## src/rtl/nmea_field_extractor.sv

```systemverilog
// nmea_field_extractor
//   Parses NMEA-0183 sentences arriving byte-by-byte from a UART receiver.
//   Matches one 5-character sentence ID, captures selected comma-separated
//   fields into right-aligned, zero-padded slots, verifies the *hh checksum
//   and publishes every slot at once only for sentences that pass.
//
// Ports
//   clk_i        system clock
//   rst_ni       asynchronous active-low reset
//   in_valid_i   single-cycle strobe, in_data_i holds a received byte
//   in_data_i    received ASCII byte
//   fields_o     committed slots, slot 0 in the MSBs
//   out_valid_o  one-cycle pulse, fields_o/trunc_o just updated
//   err_o        one-cycle pulse, a matched sentence was rejected
//   trunc_o      at least one slot of the last committed sentence overflowed
//   good_cnt_o   saturating count of accepted sentences
//   err_cnt_o    saturating count of rejected sentences
module nmea_field_extractor #(
  parameter logic [39:0]              SENTENCE_ID = "GPGGA",
  parameter int                       NUM_FIELDS  = 6,
  parameter logic [NUM_FIELDS*5-1:0]  FIELD_IDX   = {5'd2, 5'd3, 5'd4, 5'd5, 5'd9, 5'd10},
  parameter int                       MAX_CHARS   = 11,
  parameter bit                       CHECK_CSUM  = 1'b1
) (
  input  logic                               clk_i,
  input  logic                               rst_ni,
  input  logic                               in_valid_i,
  input  logic [7:0]                         in_data_i,
  output logic [NUM_FIELDS*MAX_CHARS*8-1:0]  fields_o,
  output logic                               out_valid_o,
  output logic                               err_o,
  output logic                               trunc_o,
  output logic [15:0]                        good_cnt_o,
  output logic [15:0]                        err_cnt_o
);

  localparam int SLOT_W = MAX_CHARS * 8;
  localparam int LEN_W  = $clog2(MAX_CHARS + 1);
  localparam logic [LEN_W-1:0] MAX_LEN = LEN_W'(MAX_CHARS);

  typedef enum logic [2:0] {IDLE, HDR, BODY, CS1, CS2} state_e;

  state_e                  state_q;
  logic [2:0]              hdrIdx_q;
  logic [7:0]              csum_q;
  logic [4:0]              fieldCnt_q;
  logic [3:0]              csHi_q;
  logic [SLOT_W-1:0]       buf_q [NUM_FIELDS];
  logic [LEN_W-1:0]        len_q [NUM_FIELDS];
  logic [NUM_FIELDS-1:0]   slotTrunc_q;

  logic [7:0]                   idChar_d;
  logic                         isHex_d;
  logic [3:0]                   hexVal_d;
  logic                         isPrint_d;
  logic                         isEol_d;
  logic                         csumOk_d;
  logic                         startSentence_d;
  logic                         acceptEvt_d;
  logic                         rejectEvt_d;
  logic [NUM_FIELDS*SLOT_W-1:0] fieldsPacked_d;

  // Character of SENTENCE_ID expected at the current header position;
  // character 0 sits in the MSBs of the parameter.
  always_comb begin
    idChar_d = 8'h00;
    case (hdrIdx_q)
      3'd0: idChar_d = SENTENCE_ID[39:32];
      3'd1: idChar_d = SENTENCE_ID[31:24];
      3'd2: idChar_d = SENTENCE_ID[23:16];
      3'd3: idChar_d = SENTENCE_ID[15:8];
      3'd4: idChar_d = SENTENCE_ID[7:0];
      default: idChar_d = 8'h00;
    endcase
  end

  // Hex digit decode; letters of either case map via their low nibble + 9.
  always_comb begin
    isHex_d  = 1'b0;
    hexVal_d = 4'h0;
    if (in_data_i >= "0" && in_data_i <= "9") begin
      isHex_d  = 1'b1;
      hexVal_d = in_data_i[3:0];
    end else if ((in_data_i >= "A" && in_data_i <= "F") ||
                 (in_data_i >= "a" && in_data_i <= "f")) begin
      isHex_d  = 1'b1;
      hexVal_d = in_data_i[3:0] + 4'd9;
    end
  end

  always_comb begin
    isPrint_d       = (in_data_i >= 8'h20) && (in_data_i <= 8'h7E);
    isEol_d         = (in_data_i == 8'h0D) || (in_data_i == 8'h0A);
    csumOk_d        = ({csHi_q, hexVal_d} == csum_q) || !CHECK_CSUM;
    startSentence_d = in_valid_i && (in_data_i == "$") &&
                      (state_q == IDLE || state_q == BODY);
    acceptEvt_d     = in_valid_i && (state_q == CS2) && isHex_d && csumOk_d;
    rejectEvt_d     = in_valid_i &&
                      (((state_q == BODY) && (isEol_d || in_data_i == "$")) ||
                       ((state_q == CS1) && !isHex_d) ||
                       ((state_q == CS2) && (!isHex_d || !csumOk_d)));
  end

  always_comb begin
    fieldsPacked_d = '0;
    for (int k = 0; k < NUM_FIELDS; k++) begin
      fieldsPacked_d[(NUM_FIELDS-1-k)*SLOT_W +: SLOT_W] = buf_q[k];
    end
  end

  always_ff @(posedge clk_i or negedge rst_ni) begin
    if (!rst_ni) begin
      state_q     <= IDLE;
      hdrIdx_q    <= '0;
      csum_q      <= '0;
      fieldCnt_q  <= '0;
      csHi_q      <= '0;
      slotTrunc_q <= '0;
      for (int k = 0; k < NUM_FIELDS; k++) begin
        buf_q[k] <= '0;
        len_q[k] <= '0;
      end
      fields_o    <= '0;
      out_valid_o <= 1'b0;
      err_o       <= 1'b0;
      trunc_o     <= 1'b0;
      good_cnt_o  <= '0;
      err_cnt_o   <= '0;
    end else begin
      out_valid_o <= acceptEvt_d;
      err_o       <= rejectEvt_d;

      if (acceptEvt_d) begin
        fields_o <= fieldsPacked_d;
        trunc_o  <= |slotTrunc_q;
        if (good_cnt_o != 16'hFFFF) good_cnt_o <= good_cnt_o + 16'd1;
      end
      if (rejectEvt_d && err_cnt_o != 16'hFFFF) begin
        err_cnt_o <= err_cnt_o + 16'd1;
      end

      if (in_valid_i) begin
        case (state_q)
          IDLE: ;
          HDR: begin
            csum_q <= csum_q ^ in_data_i;
            if (hdrIdx_q != 3'd5) begin
              // A foreign sentence ID is dropped without raising an error.
              if (in_data_i == idChar_d) hdrIdx_q <= hdrIdx_q + 3'd1;
              else                       state_q  <= IDLE;
            end else if (in_data_i == ",") begin
              fieldCnt_q <= 5'd1;
              state_q    <= BODY;
            end else begin
              state_q <= IDLE;
            end
          end
          BODY: begin
            if (in_data_i == "*") begin
              state_q <= CS1;
            end else if (isEol_d) begin
              state_q <= IDLE;
            end else if (in_data_i != "$") begin
              csum_q <= csum_q ^ in_data_i;
              if (in_data_i == ",") begin
                if (fieldCnt_q != 5'd31) fieldCnt_q <= fieldCnt_q + 5'd1;
              end else if (isPrint_d) begin
                // Several slots may select the same field; each captures it.
                for (int k = 0; k < NUM_FIELDS; k++) begin
                  if (fieldCnt_q == FIELD_IDX[(NUM_FIELDS-1-k)*5 +: 5]) begin
                    if (len_q[k] < MAX_LEN) begin
                      buf_q[k] <= (buf_q[k] << 8) | SLOT_W'(in_data_i);
                      len_q[k] <= len_q[k] + 1'b1;
                    end else begin
                      slotTrunc_q[k] <= 1'b1;
                    end
                  end
                end
              end
            end
          end
          CS1: begin
            if (isHex_d) begin
              csHi_q  <= hexVal_d;
              state_q <= CS2;
            end else begin
              state_q <= IDLE;
            end
          end
          CS2:     state_q <= IDLE;
          default: state_q <= IDLE;
        endcase

        // A '$' always opens a fresh sentence, including one that
        // interrupts a body in progress (that one is counted as rejected).
        if (startSentence_d) begin
          state_q     <= HDR;
          hdrIdx_q    <= '0;
          csum_q      <= '0;
          fieldCnt_q  <= '0;
          slotTrunc_q <= '0;
          for (int k = 0; k < NUM_FIELDS; k++) begin
            buf_q[k] <= '0;
            len_q[k] <= '0;
          end
        end
      end
    end
  end

endmodule

```

## config.mk

```make
export PLATFORM = sky130hd
export DESIGN_NAME = nmea_field_extractor
export DESIGN_NICKNAME = d
export VERILOG_FILES = /design/src/rtl/nmea_field_extractor.sv
export SDC_FILE = /design/constraint.sdc
export NUM_CORES = 2
export LEC_CHECK = 0
export CAP_MARGIN = 15
export CORE_AREA = 2 2 369 371
export CTS_BUF_LIST = sky130_fd_sc_hd__clkbuf_16
export DETAILED_ROUTE_END_ITERATION = 10
export DIE_AREA = 0 0 371 373
export SETUP_SLACK_MARGIN = 0.4
export SLEW_MARGIN = 20
export SYNTH_ARGS = -nofsm -noshare
export SYNTH_HDL_FRONTEND = slang
export SYNTH_SLANG_ARGS = --single-unit
```

## constraint.sdc

```tcl
create_clock -name clk_i -period 3.58 [get_ports clk_i]
set_input_delay 0.716 -clock clk_i [delete_from_list [all_inputs] [get_ports clk_i]]
set_output_delay 0.716 -clock clk_i [all_outputs]
set_load 0.02 [all_outputs]
```

==> impl_metrics.csv <==
group,metric,value,unit
run_status,outcome,"completed",
final_layout,layout_commonest_cell,"nand2_1",
drt,wl,135.5,mm
worst_setup_path,critical_path_arrival,3.66,ns
worst_setup_path,cp.required,4.19,ns
drt,drt_iter0_drc,2720,
sta,fmax,328.7,MHz
global_route,grt_max_degree,115,
sta,tns,0,ns
global_route,grt_pass1_wl,212.1,mm
sta,fin_worst_skew,0.02681,ns
drt,routed_via_density,4.780,
synthesis,synth-seq-cells,1144,
global_route,grt_pass1_vias,35330,
floorplanning,fp.dieW,371,µm
synthesis,syn_area,45310,µm²
final_layout,synthToLayoutAreaGrowth,28.67,%
run,drv_cap,0,
synthesis,syn-mean-instance-area,9.168,µm²
drt,drcViolationCount,0,
cts,post_cts_buffers,0,
placed_design,io_buffers,573,
final_layout,drive_above_1_share,0.07783,
cts,clock_sinks,1144,
global_route,antenna_found_initial,8,
cts,cts_made_buffers,120,
floorplanning,io_pins,574,
final_layout,fillCellCount,13030,
synthesis,ys_seq_area_frac,0.6318,
cts,clk_pin_slew,0.06,ns
worst_setup_path,critical_path_class,"in2reg",
sta,relSlewSlack,0.4653,
synthesis,syn_nets,4976,
synthesis,yosysWarnings,0,
final_layout,finalNetCount,5561,
floorplanning,die_area,138400,µm²
final_layout,multi_input_area,15220,µm²
cts,cts-root-buf,"clkbuf_16",
synthesis,netlist_instances,4942,
cts,clk_latency,0.74,ns
min_path,hold_path_depth,4,
synthesis,synth-edff-count,0,
placed_design,gp_congestion,0.8183,
sta,whs,0.4401,ns
sta,tightest_slew,0.7948,ns
synthesis,async_flop_share,1.000,
global_route,gr-usage-all-layers,0.1944,
min_path,hp-class,"in2reg",
final_layout,mostFrequentLayoutCells,"nand2_1 (2597), dfrtp_1 (1144), clkdlybuf4s50_1 (570)",
synthesis,yosysUniqueCellTypes,72,
sta,setup_viol,0,
drt,dr_total_vias,35420,
power,p_leak,28.86,nW
drt,ant_nets,0,
cts,cts_tree,"yes",
worst_setup_path,setup.worst_path.start_class,"input pin",
sta,drv_slew,0,
worst_setup_path,endpoint_kind,"flop",
sta,fin_crit_sh,0.8497,
drt,wire_per_inst,18.28,µm
worst_setup_path,worstPathMaxFanout,4,
sta,min_period,3.042,ns
cts,cts_max_level,3,
cts,clockBufferDepth,3,
drt,first_pass_iters,7,
final_layout,utilization,0.4331,
floorplanning,coreArea,134600,µm²
worst_setup_path,r2r_cells,8,
placed_design,post-dp-hpwl,90.52,mm
power,vdd_drop_max,0.0004036,V
floorplanning,initial_core_util,0.3366,
global_route,grt_overflow,0,
floorplanning,die_h,373,µm
floorplanning,fp-row-count,135,
final_layout,seq_area,28630,µm²
sta,hold_viol,0,
power,p_total,25.97,mW
synthesis,synthFlopType,"dfrtp_1",
power,p_per_area,445.4,nW/µm²
sta,rsz0062_at_grt,"true",
==> cells in the mapped netlist (13+ instances only) <==
cell type,instances,area share
a21oi_1,323,0.036
nand3_2,13,0.0029
inv_1,16,0.0013
nand3_1,93,0.010
clkbuf_1,108,0.0089
mux2_2,16,0.0040
o21ai_0,112,0.012
xnor2_1,22,0.0043
buf_1,16,0.0013
nand2_1,2600,0.22
and3_1,17,0.0023
xor2_1,25,0.0048
nor2_1,55,0.0046
dfrtp_1,1144,0.63
a22o_1,35,0.0068
buf_4,19,0.0031
ha_1,23,0.0064
buf_2,160,0.018
nand4_1,14,0.0019
==> final timing paths <==
path	start	slack [ns]	endpoint
min	in_data_i[0]	0.44	buf_q[352]
max in group asynchronous	rst_ni	1.79	fields_o[80]
min reg2reg	buf_q[82]	0.47	fields_o[82]
min in group asynchronous	rst_ni	0.57	buf_q[359]
max reg2reg	state_q[1]	0.60	buf_q[512]
max	in_data_i[1]	0.54	err_cnt_o[14]
==> cells by family (layout without fill, tap and decap cells) <==
| family | count (synthesis) | after routing | synth area share |
|---|---|---|---|
| other | 0 | 1 | 0 |
| flip-flops | 1144 | 1144 | 0.6318 |
| AO/OA/AOI/OAI | 519 | 519 | 0.06351 |
| XOR/XNOR | 48 | 48 | 0.009582 |
| adder cells (fa/ha/maj) | 23 | 23 | 0.006351 |
| AND/OR/NAND/NOR | 2862 | 2862 | 0.2498 |
| multiplexers | 20 | 20 | 0.004860 |
| buffers and inverters | 326 | 1012 | 0.03405 |
==> timing repair <==
item,CTS,global route
endpoints found under the hold margin,54,0
resized for setup,0,6
endpoints found under the setup margin,0,395
hold buffers,1,0
==> critical path, cell delays in order <==
cell and delay, ns:
clkdlybuf4s50_1 0.49, inv_2 0.07, ha_1 0.24, or3b_1 0.42, a211o_1 0.33, a211oi_2 0.25, a211oi_2 0.11, a21oi_1 0.39
buf_4 0.25, nand4_1 0.10, mux2_2 0.29
==> where the power goes <==
part	total [mW]	internal, mW	switching (mW)
Sequential	13.0	12.9	0.0141
Clock	12.5	7.20	5.33
Combinational	0.476	0.107	0.369
Total	26.0	20.3	5.71
==> state kept, by name, summed over array words and instances, names as in the netlist, 5 cells and up <==
name / cells
err_cnt_o: 16
buf_q: 528
csum_q: 8
fieldCnt_q: 5
slotTrunc_q: 6
good_cnt_o: 16
len_q: 24
fields_o: 528
==> layer usage <==
metal / vias up / part of all wire / track usage
met4: 6 / 0.026 / 0.06042
met3: 168 / 0.053 / 0.03409
li1: 16830 / - / -
met5: - / 0.00021 / 0
met1: 17580 / 0.45 / 0.2697
met2: 833 / 0.47 / 0.3091
==> layout make-up <==
type	instances	share of cell area
timing repair buffer	772	0.1409
multi-input combinational	3472	0.2611
inverter	17	0.001374
clock buffer	125	0.05365
clock inverter	98	0.01359
antenna	1	0.00004292
tap	1781	0.03822
sequential	1144	0.4911
==> per-stage QoR <==
stage / setup slack (ns) / instances / cell area (µm²)
after floorplan: 0.4080 / 4942 / 45310
after global routing: 0.3664 / 7409 / 58300
final: 0.5380 / 7410 / 58300
after CTS: 0.5249 / 7408 / 58240
after global placement: -0.2388 / 7184 / 54310
after detailed placement: -0.2794 / 7184 / 54310
Power figures use the tool's default switching activity.
